<file path="src/rtl/s_axil_regbank.sv">
// AXI4-Lite slave register bank.
// Word indices 0..NUM_CTRL-1 are read/write control registers; indices
// NUM_CTRL..NUM_CTRL+NUM_STAT-1 are read-only status words sampled from stat_in_i
// when the read address is accepted. Any other index answers SLVERR.
// Ports:
//   axi_clock, rst          clock, synchronous active-high reset
//   s_axil_aw*/w*/b*        write address, write data and write response channels
//   s_axil_ar*/r*           read address and read data channels (prot ignored)
//   ctrl_regs_o             flat control image, reg k at [k*DATA_WIDTH +: DATA_WIDTH]
//   ctrl_wr_pulse_o         bit k high for one cycle when reg k is committed
//   stat_in_i               flat status words, word s at [s*DATA_WIDTH +: DATA_WIDTH]
module s_axil_regbank #(
  parameter int unsigned DATA_WIDTH = 32,
  parameter int unsigned ADDR_WIDTH = 8,
  parameter int unsigned NUM_CTRL   = 8,
  parameter int unsigned NUM_STAT   = 4,
  parameter logic [NUM_CTRL*DATA_WIDTH-1:0] CTRL_RST = '0
) (
  input  logic                           axi_clock,
  input  logic                           rst,
  input  logic [ADDR_WIDTH-1:0]          s_axil_awaddr_i,
  input  logic [2:0]                     s_axil_awprot_i,
  input  logic                           s_axil_awvalid_i,
  output logic                           s_axil_awready_o,
  input  logic [DATA_WIDTH-1:0]          s_axil_wdata_i,
  input  logic [DATA_WIDTH/8-1:0]        s_axil_wstrb_i,
  input  logic                           s_axil_wvalid_i,
  output logic                           s_axil_wready_o,
  output logic [1:0]                     s_axil_bresp_o,
  output logic                           s_axil_bvalid_o,
  input  logic                           s_axil_bready_i,
  input  logic [ADDR_WIDTH-1:0]          s_axil_araddr_i,
  input  logic [2:0]                     s_axil_arprot_i,
  input  logic                           s_axil_arvalid_i,
  output logic                           s_axil_arready_o,
  output logic [DATA_WIDTH-1:0]          s_axil_rdata_o,
  output logic [1:0]                     s_axil_rresp_o,
  output logic                           s_axil_rvalid_o,
  input  logic                           s_axil_rready_i,
  output logic [NUM_CTRL*DATA_WIDTH-1:0] ctrl_regs_o,
  output logic [NUM_CTRL-1:0]            ctrl_wr_pulse_o,
  input  logic [NUM_STAT*DATA_WIDTH-1:0] stat_in_i
);

  localparam int unsigned StrbW   = DATA_WIDTH / 8;
  localparam int unsigned AddrLsb = $clog2(StrbW);
  localparam int unsigned IdxW    = ADDR_WIDTH - AddrLsb;
  localparam int unsigned NumRegs = NUM_CTRL + NUM_STAT;
  localparam logic [1:0]  RespOkay   = 2'b00;
  localparam logic [1:0]  RespSlvErr = 2'b10;

  logic                           aw_full_q, aw_full_d;
  logic [IdxW-1:0]                aw_idx_q, aw_idx_d;
  logic                           w_full_q, w_full_d;
  logic [DATA_WIDTH-1:0]          w_data_q, w_data_d;
  logic [StrbW-1:0]               w_strb_q, w_strb_d;
  logic                           bvalid_q, bvalid_d;
  logic [1:0]                     bresp_q, bresp_d;
  logic [NUM_CTRL*DATA_WIDTH-1:0] ctrl_q, ctrl_d;
  logic [NUM_CTRL-1:0]            pulse_q, pulse_d;
  logic                           rvalid_q, rvalid_d;
  logic [DATA_WIDTH-1:0]          rdata_q, rdata_d;
  logic [1:0]                     rresp_q, rresp_d;

  logic        awready, wready, arready, commit;
  logic [31:0] aw_idx32, ar_idx32;

  assign awready = !aw_full_q && !bvalid_q;
  assign wready  = !w_full_q && !bvalid_q;
  assign arready = !rvalid_q;
  assign commit  = aw_full_q && w_full_q && !bvalid_q;

  // Write path: independent AW/W holding buffers, commit once both are full.
  always_comb begin
    aw_full_d = aw_full_q;
    aw_idx_d  = aw_idx_q;
    w_full_d  = w_full_q;
    w_data_d  = w_data_q;
    w_strb_d  = w_strb_q;
    bvalid_d  = bvalid_q;
    bresp_d   = bresp_q;
    ctrl_d    = ctrl_q;
    pulse_d   = '0;
    aw_idx32  = '0;
    aw_idx32[IdxW-1:0] = aw_idx_q;

    if (awready && s_axil_awvalid_i) begin
      aw_full_d = 1'b1;
      aw_idx_d  = s_axil_awaddr_i[ADDR_WIDTH-1:AddrLsb];
    end
    if (wready && s_axil_wvalid_i) begin
      w_full_d = 1'b1;
      w_data_d = s_axil_wdata_i;
      w_strb_d = s_axil_wstrb_i;
    end

    if (commit) begin
      aw_full_d = 1'b0;
      w_full_d  = 1'b0;
      bvalid_d  = 1'b1;
      if (aw_idx32 < NUM_CTRL) begin
        bresp_d = RespOkay;
        for (int unsigned k = 0; k < NUM_CTRL; k++) begin
          if (aw_idx32 == k) begin
            pulse_d[k] = 1'b1;
            for (int unsigned i = 0; i < StrbW; i++) begin
              if (w_strb_q[i]) begin
                ctrl_d[k*DATA_WIDTH + i*8 +: 8] = w_data_q[i*8 +: 8];
              end
            end
          end
        end
      end else begin
        bresp_d = RespSlvErr;
      end
    end else if (bvalid_q && s_axil_bready_i) begin
      bvalid_d = 1'b0;
    end
  end

  // Read path. Control reads use ctrl_d so a write committing on the same edge is visible.
  always_comb begin
    rvalid_d = rvalid_q;
    rdata_d  = rdata_q;
    rresp_d  = rresp_q;
    ar_idx32 = '0;
    ar_idx32[IdxW-1:0] = s_axil_araddr_i[ADDR_WIDTH-1:AddrLsb];

    if (arready && s_axil_arvalid_i) begin
      rvalid_d = 1'b1;
      rdata_d  = '0;
      rresp_d  = RespOkay;
      if (ar_idx32 < NUM_CTRL) begin
        for (int unsigned k = 0; k < NUM_CTRL; k++) begin
          if (ar_idx32 == k) rdata_d = ctrl_d[k*DATA_WIDTH +: DATA_WIDTH];
        end
      end else if (ar_idx32 < NumRegs) begin
        for (int unsigned s = 0; s < NUM_STAT; s++) begin
          if (ar_idx32 == NUM_CTRL + s) rdata_d = stat_in_i[s*DATA_WIDTH +: DATA_WIDTH];
        end
      end else begin
        rresp_d = RespSlvErr;
      end
    end else if (rvalid_q && s_axil_rready_i) begin
      rvalid_d = 1'b0;
    end
  end

  always_ff @(posedge axi_clock) begin
    if (rst) begin
      aw_full_q <= 1'b0;
      aw_idx_q  <= '0;
      w_full_q  <= 1'b0;
      w_data_q  <= '0;
      w_strb_q  <= '0;
      bvalid_q  <= 1'b0;
      bresp_q   <= RespOkay;
      ctrl_q    <= CTRL_RST;
      pulse_q   <= '0;
      rvalid_q  <= 1'b0;
      rdata_q   <= '0;
      rresp_q   <= RespOkay;
    end else begin
      aw_full_q <= aw_full_d;
      aw_idx_q  <= aw_idx_d;
      w_full_q  <= w_full_d;
      w_data_q  <= w_data_d;
      w_strb_q  <= w_strb_d;
      bvalid_q  <= bvalid_d;
      bresp_q   <= bresp_d;
      ctrl_q    <= ctrl_d;
      pulse_q   <= pulse_d;
      rvalid_q  <= rvalid_d;
      rdata_q   <= rdata_d;
      rresp_q   <= rresp_d;
    end
  end

  assign s_axil_awready_o = awready;
  assign s_axil_wready_o  = wready;
  assign s_axil_bvalid_o  = bvalid_q;
  assign s_axil_bresp_o   = bresp_q;
  assign s_axil_arready_o = arready;
  assign s_axil_rvalid_o  = rvalid_q;
  assign s_axil_rdata_o   = rdata_q;
  assign s_axil_rresp_o   = rresp_q;
  assign ctrl_regs_o      = ctrl_q;
  assign ctrl_wr_pulse_o  = pulse_q;

  // Sub-word address bits and prot carry no meaning here.
  logic unused_ok;
  assign unused_ok = ^{s_axil_awprot_i, s_axil_arprot_i,
                       s_axil_awaddr_i[AddrLsb-1:0], s_axil_araddr_i[AddrLsb-1:0]};

endmodule

</file>
<file path="config.mk">
export PLATFORM = sky130hd
export DESIGN_NAME = s_axil_regbank
export DESIGN_NICKNAME = d
export VERILOG_FILES = /design/src/rtl/s_axil_regbank.sv
export SDC_FILE = /design/constraint.sdc
export NUM_CORES = 1
export LEC_CHECK = 0
export ABC_CLOCK_PERIOD_IN_PS = 2200
export BUFFER_PORTS_ARGS = -buffer_cell sky130_fd_sc_hd__buf_2
export CAP_MARGIN = 15
export CELL_PAD_IN_SITES_DETAIL_PLACEMENT = 0
export CELL_PAD_IN_SITES_GLOBAL_PLACEMENT = 1
export CORE_ASPECT_RATIO = 1.1
export CORE_MARGIN = 1.5
export CORE_UTILIZATION = 34
export DETAILED_ROUTE_END_ITERATION = 8
export GPL_TIMING_DRIVEN = 0
export PLACE_DENSITY_LB_ADDON = 0.12
export SLEW_MARGIN = 20
export SYNTH_ARGS = -nofsm -noshare
export SYNTH_HDL_FRONTEND = slang
export SYNTH_SLANG_ARGS = --single-unit
</file>
<file path="constraint.sdc">
create_clock -name axi_clock -period 2.2 [get_ports axi_clock]
set_clock_uncertainty 0.1 [all_clocks]
set_input_delay 0.11 -clock axi_clock [delete_from_list [all_inputs] [get_ports axi_clock]]
set_output_delay 0.11 -clock axi_clock [all_outputs]
set_load 0.01 [all_outputs]
</file>
==> impl_metrics.tcl, run 1 <==
set metrics [dict create \
    drt_pre_antenna_iters 7 \
    synth_cells 1701 \
    finalSetupViolations 32 \
    viasPerCell 5.55 \
    critPathMaxFanout 8 \
    port_buffers 484 \
    wirelength_um 84900 \
    synth_area_um2 15400 \
    dieArea_um2 46500 \
    pwr-share-seq_pct 42.6 \
    grt_first_pass_wirelength_um 116000 \
    num_rows 81 \
    post-place-ws_ns -1.48 \
    synth_top_family_by_area "multiplexers" \
    switchingPower_mw 4.05 \
    min_to "s_axil_rdata_o[15]$_SDFFE_PP0P_" \
    overflow 0 \
    cts_tree "done" \
    timing_hold_violations_final 0 \
    worst_pin_slew_ns 1.26 \
    violations "negative setup slack" \
    chipHeight_um 226 \
    path_class "reg2reg" \
    crit_required_ns 2.50 \
    critPathLaunchType "register" \
    cts_buffer_depth 3 \
    max_slew_margin_pct 15.6 \
    ys_warn_count 0 \
    peakVddDrop_mv 0.433 \
    fin_crit_sh_pct 111 \
    sw_frac_of_total_pct 27.0 \
    cts_max_level 2 \
    ant_nets 0 \
    synthMuxAreaShare_pct 20.5 \
    drive_gt1_share_pct 39.0 \
    drtIter0Drc 1378 \
    grtUsageTotal_pct 35.3 \
    status "finished with violations" \
    initial_core_util_pct 34.5 \
    synth_area_leader_cell "dfxtp_1" \
    netlist-cell-type-count 45 \
    nNetsFinal 2625 \
    drc 0 \
    synth_edf_count 0 \
    core_area_um2 44600 \
    synth-simple-area-share_pct 17.0 \
    netlist_top_cells_area "dfxtp_1 (45%), mux2i_1 (18%), nor2_1 (8.3%)" \
    ys.flop_type "dfxtp_1" \
    post-place-cells 2767 \
    finalSetupTns_ns -4.97 \
    clk_latency_ns 0.57 \
    cts_root_buffer "clkbuf_16" \
    leakagePower_nw 11.2 \
    slew_viol_final 0 \
    cts.clk_slew.worst_paths_ns 0.06 \
    vias 16900 \
    synthXorXnorAreaFrac_pct 0 \
    num_io_pins 498 \
    cts_buffers 39 \
    rr_endpoint "s_axil_rdata_o[16]$_SDFFE_PP0P_" \
    worstRegToRegCells 9 \
    stdcell_count 3044 \
    clock-sinks 344 \
    comb_power_share_pct 13.3 \
    synth.avg_cell_area_um2 9.04 \
    antenna_found_initial 9 \
    async_flop_share_pct 0 \
    die_width_um 206 \
    gp_congestion 0.922 \
    r2r_slack_ns -0.24 \
    synth_seq_area_share_pct 44.8 \
    power_density_nw_per_um2 637 \
    wl_per_cell_um 27.9 \
    cp_data_arrival_time_ns 2.74 \
    min_path_cells 5 \
    r2r-start "aw_idx_q[3]$_SDFFE_PP0P_" \
    grt_pass1_vias 16200 \
    hp-class "in2reg" \
    ys_ff_latch 344 \
    drv_cap 0 \
    setup_slack_ns -0.243 \
    hpwlAfterDp_um 61700 \
    synthAdderAreaFrac_pct 0 \
    clockPowerShare_pct 44.1 \
    synth_top_cell_area_share_pct 44.8 \
    grt_max_degree 13 \
    rsz0062_at_grt "yes" \
    holdCritStartpoint "stat_in_i[111]" \
    period_minus_slack_ns 2.44 \
    syn2layout_area_growth_pct 53.3 \
    max_freq_mhz 409 \
    fillCellCount 4252 \
    p_int_mw 11.0 \
    endpoint_kind "register" \
    synth_compound_area_share_pct 13.7 \
]
## cells in the final DEF (no fill, tap or decap), drive strengths merged, types with 2 or more instances in the layout
| master | instances |
|---|---|
| a2111oi | 2 |
| mux4 | 18 |
| inv | 3 |
| conb | 2 |
| diode | 3 |
| a211oi | 15 |
| nor4 | 10 |
| dfxtp | 344 |
| o211a | 2 |
| clkinv | 5 |
| o21ai | 74 |
| o31ai | 14 |
| mux2i | 272 |
| nand3 | 2 |
| nor3 | 18 |
| nand2 | 118 |
| o22ai | 61 |
| a221oi | 17 |
| or4 | 2 |
| nand4 | 34 |
| clkdlybuf4s15 | 2 |
| mux2 | 2 |
| a21oi | 143 |
| buf | 650 |
| nand2b | 6 |
| nor4b | 8 |
| dlygate4sd3 | 63 |
| o2111ai | 2 |
| nor2 | 339 |
| and2 | 7 |
| o31a | 4 |
| clkbuf | 186 |
| nor2b | 4 |
| or3 | 2 |
| o221ai | 16 |
| o211ai | 5 |
## sequential cells by signal, summed over array words and instances (netlist names)
| register | flops |
|---|---|
| aw_full_q | 1 |
| aw_idx_q | 6 |
| ctrl_regs_o | 256 |
| ctrl_wr_pulse_o | 8 |
| s_axil_bresp_o | 1 |
| s_axil_bvalid_o | 1 |
| s_axil_rdata_o | 32 |
| s_axil_rresp_o | 1 |
| s_axil_rvalid_o | 1 |
| w_data_q | 32 |
| w_full_q | 1 |
| w_strb_q | 4 |
## through the flow
step | util (%) | hold slack, ns | area [um^2] | power [mW]
5_1_grt | 52.9 | 0.0737 | 23600 | 15.4
3_3_place_gp | 41.6 | 0.254 | 18500 | 8.00
4_1_cts | 51.0 | 0.0196 | 22800 | 14.9
2_1_floorplan | - | 0.146 | 15400 | 7.31
6_report | 52.9 | 0.0496 | 23600 | 15.0
3_5_place_dp | 41.6 | 0.257 | 18500 | 8.01
## worst max-delay path, cell delays in order, from the launching register on
cell and delay, ns:
dfxtp_4 0.37, buf_12 0.14, nor4b_4 0.31, buf_6 0.19
buf_4 0.13, nand4_4 0.12, buf_12 0.17, mux2_2 0.29
a221oi_1 0.30, a211oi_1 0.11
## power groups by stage
stage,sequential [mW],clock [mW],combinational [mW]
after floorplan,6.53,0,0.784
after global placement,6.53,0,1.47
after detailed placement,6.53,0,1.48
after CTS,6.40,6.66,1.86
after global routing,6.41,6.90,2.09
final,6.40,6.62,2.00
## cell type report
cell class	count	area, um^2	share of cell area, %
diodes	3	7.51	0.0318
plain buffers	150	811	3.44
multi-input cells	1205	9190	39.0
repair buffers	689	4670	19.8
clock inverters	7	62.6	0.265
inverters	3	11.3	0.0478
flip-flops and latches	344	6900	29.3
well taps	581	727	3.08
clock buffers	62	1200	5.11
## Yosys cell counts, drive strengths merged (2+ instances only)
master     n
o2111ai    2
nand3      2
mux4      18
o211ai     5
mux2       2
o22ai     61
or3        2
nand2    118
o211a      2
o31ai     14
nor2b      4
nor4      10
or4        2
nor3      18
a221oi    17
a211oi    15
mux2i    272
nand2b     6
o221ai    16
clkbuf   122
a21oi    143
o31a       4
and2       7
dfxtp    344
a2111oi    2
nor4b      8
o21ai     74
nor2     339
buf       28
inv        3
nand4     34
## kinds of logic (layout without fill, tap and decap cells)
| family | count (synthesis) | in the layout |
|---|---|---|
| other cells | 1 | 5 |
| simple gates | 555 | 555 |
| flops | 344 | 344 |
| compound gates | 356 | 356 |
| buf+inv | 153 | 911 |
| mux | 292 | 292 |
## worst max-delay path by stage
stage / to / slack [ns] / from
finish: s_axil_rdata_o[16]$_SDFFE_PP0P_ / -0.24 / aw_idx_q[3]$_SDFFE_PP0P_
global route: s_axil_rdata_o[30]$_SDFFE_PP0P_ / -0.28 / aw_idx_q[3]$_SDFFE_PP0P_
CTS: s_axil_rdata_o[25]$_SDFFE_PP0P_ / -0.14 / aw_idx_q[4]$_SDFFE_PP0P_
detailed placement: s_axil_rdata_o[30]$_SDFFE_PP0P_ / -1.48 / s_axil_araddr_i[2]
global placement: s_axil_rdata_o[30]$_SDFFE_PP0P_ / -1.47 / s_axil_araddr_i[2]
floorplan: s_axil_rdata_o[0]$_SDFFE_PP0P_ / -0.11 / aw_idx_q[4]$_SDFFE_PP0P_
## what timing repair did
action	CTS	global route
gates cloned	1	1
buffers inserted	119	22
gates resized for setup	261	137
endpoints found under the hold margin	60	0
pin swaps	92	59
hold buffers	63	0
endpoints found under the setup margin	257	41
## routing by layer
layer  vias to the layer above  share of wire [%]  global-route usage, %
li1                       7545                  -                      -
met1                      8229                 40                   44.1
met2                       904                 47                   58.2
met3                       199                8.1                   7.29
met4                        10                4.9                   16.2
met5                         -              0.066                      0
Note: power is estimated with default switching activity, not from simulation.
==> run 2, diff against run 1 <==
--- a/config.mk
+++ b/config.mk
@@ -11,7 +11,6 @@
 export CELL_PAD_IN_SITES_DETAIL_PLACEMENT = 0
 export CELL_PAD_IN_SITES_GLOBAL_PLACEMENT = 1
 export CORE_ASPECT_RATIO = 1.1
-export CORE_MARGIN = 1.5
 export CORE_UTILIZATION = 34
 export DETAILED_ROUTE_END_ITERATION = 8
 export GPL_TIMING_DRIVEN = 0
==> impl_metrics.tcl, run 2 (synthesis results as in run 1) <==
set metrics [dict create \
    largest_reg_flops 256 \
    drive_gt1_share_pct 38.3 \
    chipHeight_um 225 \
    final_common_cell "buf_2" \
    violations "negative setup slack" \
    finalSetupTns_ns -5.35 \
    grt_first_pass_wirelength_um 115000 \
    status "finished with violations" \
    gp_congestion 0.947 \
    antenna_found_initial 8 \
    critPathMaxFanout 8 \
    setup_slack_ns -0.227 \
    timing_hold_violations_final 0 \
    post-place-cells 2767 \
    fin_crit_sh_pct 110 \
    slew_viol_final 0 \
    cts_max_level 2 \
    endpoint_kind "register" \
    final_cell_mix "buf_2 (488), dfxtp_1 (338), nor2_1 (335)" \
    peakVddDrop_mv 0.415 \
    grtUsageTotal_pct 35.5 \
    drtIter0Drc 1482 \
    initial_core_util_pct 34.5 \
    r2r_slack_ns -0.23 \
    place_area_um2 18500 \
    rr_endpoint "s_axil_rdata_o[1]$_SDFFE_PP0P_" \
    drc 0 \
    cts_tree "done" \
    drt_pre_antenna_iters 5 \
    m1WireLength_um 33500 \
    stdcell_count 3008 \
    syn2layout_area_growth_pct 51.2 \
    num_io_pins 498 \
    clk_latency_ns 0.57 \
    grt_pass1_vias 16000 \
    crit_required_ns 2.56 \
    grt_max_degree 13 \
    wirelength_um 84700 \
    critPathLaunchType "register" \
    met2_length_um 39700 \
    nNetsFinal 2597 \
    worstRegToRegCells 8 \
    worst_pin_slew_ns 1.34 \
    num_rows 81 \
    viasPerCell 5.66 \
    max_freq_mhz 412 \
    post-place-ws_ns -1.59 \
    wl_per_cell_um 28.1 \
    core_area_um2 44600 \
    cts_buffers 40 \
    finalInstanceArea_um2 23300 \
    drv_cap 0 \
    rsz0062_at_grt "yes" \
    timing.critical_path.from "aw_idx_q[4]$_SDFFE_PP0P_" \
    ant_nets 0 \
    post-route-util_pct 52.2 \
    cts.clk_slew.worst_paths_ns 0.06 \
    hp-class "in2reg" \
    route.met3.wl_um 7240 \
    r2r-start "aw_idx_q[4]$_SDFFE_PP0P_" \
    cts_root_buffer "clkbuf_16" \
    port_buffers 484 \
    cts_buffer_depth 3 \
    critPathCapture "s_axil_rdata_o[1]$_SDFFE_PP0P_" \
    dieArea_um2 46100 \
    overflow 0 \
    die_width_um 205 \
    routed.top_layer "met5" \
    whs_ns 0.0340 \
    vias 17000 \
    max_slew_margin_pct 10.1 \
    path_class "reg2reg" \
    leakagePower_nw 11.1 \
    hpwlAfterDp_um 61700 \
    period_minus_slack_ns 2.43 \
    power_mw 15.1 \
    finalSetupViolations 32 \
    cp_data_arrival_time_ns 2.79 \
    power_density_nw_per_um2 648 \
    clock-sinks 344 \
]
[run 2: layer usage]
layer | up-vias | GRT usage, %
met4 | 12 | 15.8
met1 | 8341 | 44.9
met5 | - | 0
met2 | 986 | 58.6
met3 | 203 | 6.32
li1 | 7472 | -
[run 2: layout make-up]
type                            count  area, um^2
Clock buffer                       55        1160
Sequential cell                   344        6900
Inverter                            3        11.3
Fill cell                        4275       21300
Antenna cell                        1        2.50
Tap cell                          581         727
Timing Repair Buffer              662        4360
Multi-Input combinational cell   1205        9180
Clock inverter                      9         126
Buffer                            148         790
[run 2: worst min path at each step]
stage,to,start,cells past startpoint,slack (ns)
after global routing,s_axil_rdata_o[11]$_SDFFE_PP0P_,stat_in_i[11],5,0.06
after floorplan,w_strb_q[2]$_SDFFE_PP0P_,s_axil_wstrb_i[2],2,0.15
after detailed placement,w_data_q[16]$_SDFFE_PP0P_,s_axil_wdata_i[16],3,0.26
after CTS,s_axil_rdata_o[27]$_SDFFE_PP0P_,stat_in_i[27],5,0.03
final,s_axil_rdata_o[11]$_SDFFE_PP0P_,stat_in_i[11],5,0.03
after global placement,w_data_q[5]$_SDFFE_PP0P_,s_axil_wdata_i[5],3,0.26
[run 2: repair_timing]
item,in CTS,in global routing
setup endpoints to repair,287,34
pin swaps,94,62
setup buffers,93,19
cloned,3,0
hold buffers,63,0
hold endpoints to repair,60,0
resized for setup,236,165
[run 2: power breakdown]
part           total [mW]  leakage [nW]  internal (mW)  switching [mW]
clock                6.70         0.638           4.00            2.70
combinational        1.96          7.66          0.746            1.22
sequential           6.41          2.78           6.33          0.0785
[run 2: critical path, stage by stage (launching register included)]
cell and delay [ns]:
dfxtp_4 0.35, buf_12 0.14, nor4b_4 0.28, buf_6 0.20, nand4_4 0.24, mux2i_2 0.32
o22ai_2 0.11, o31a_1 0.30, o31a_1 0.28
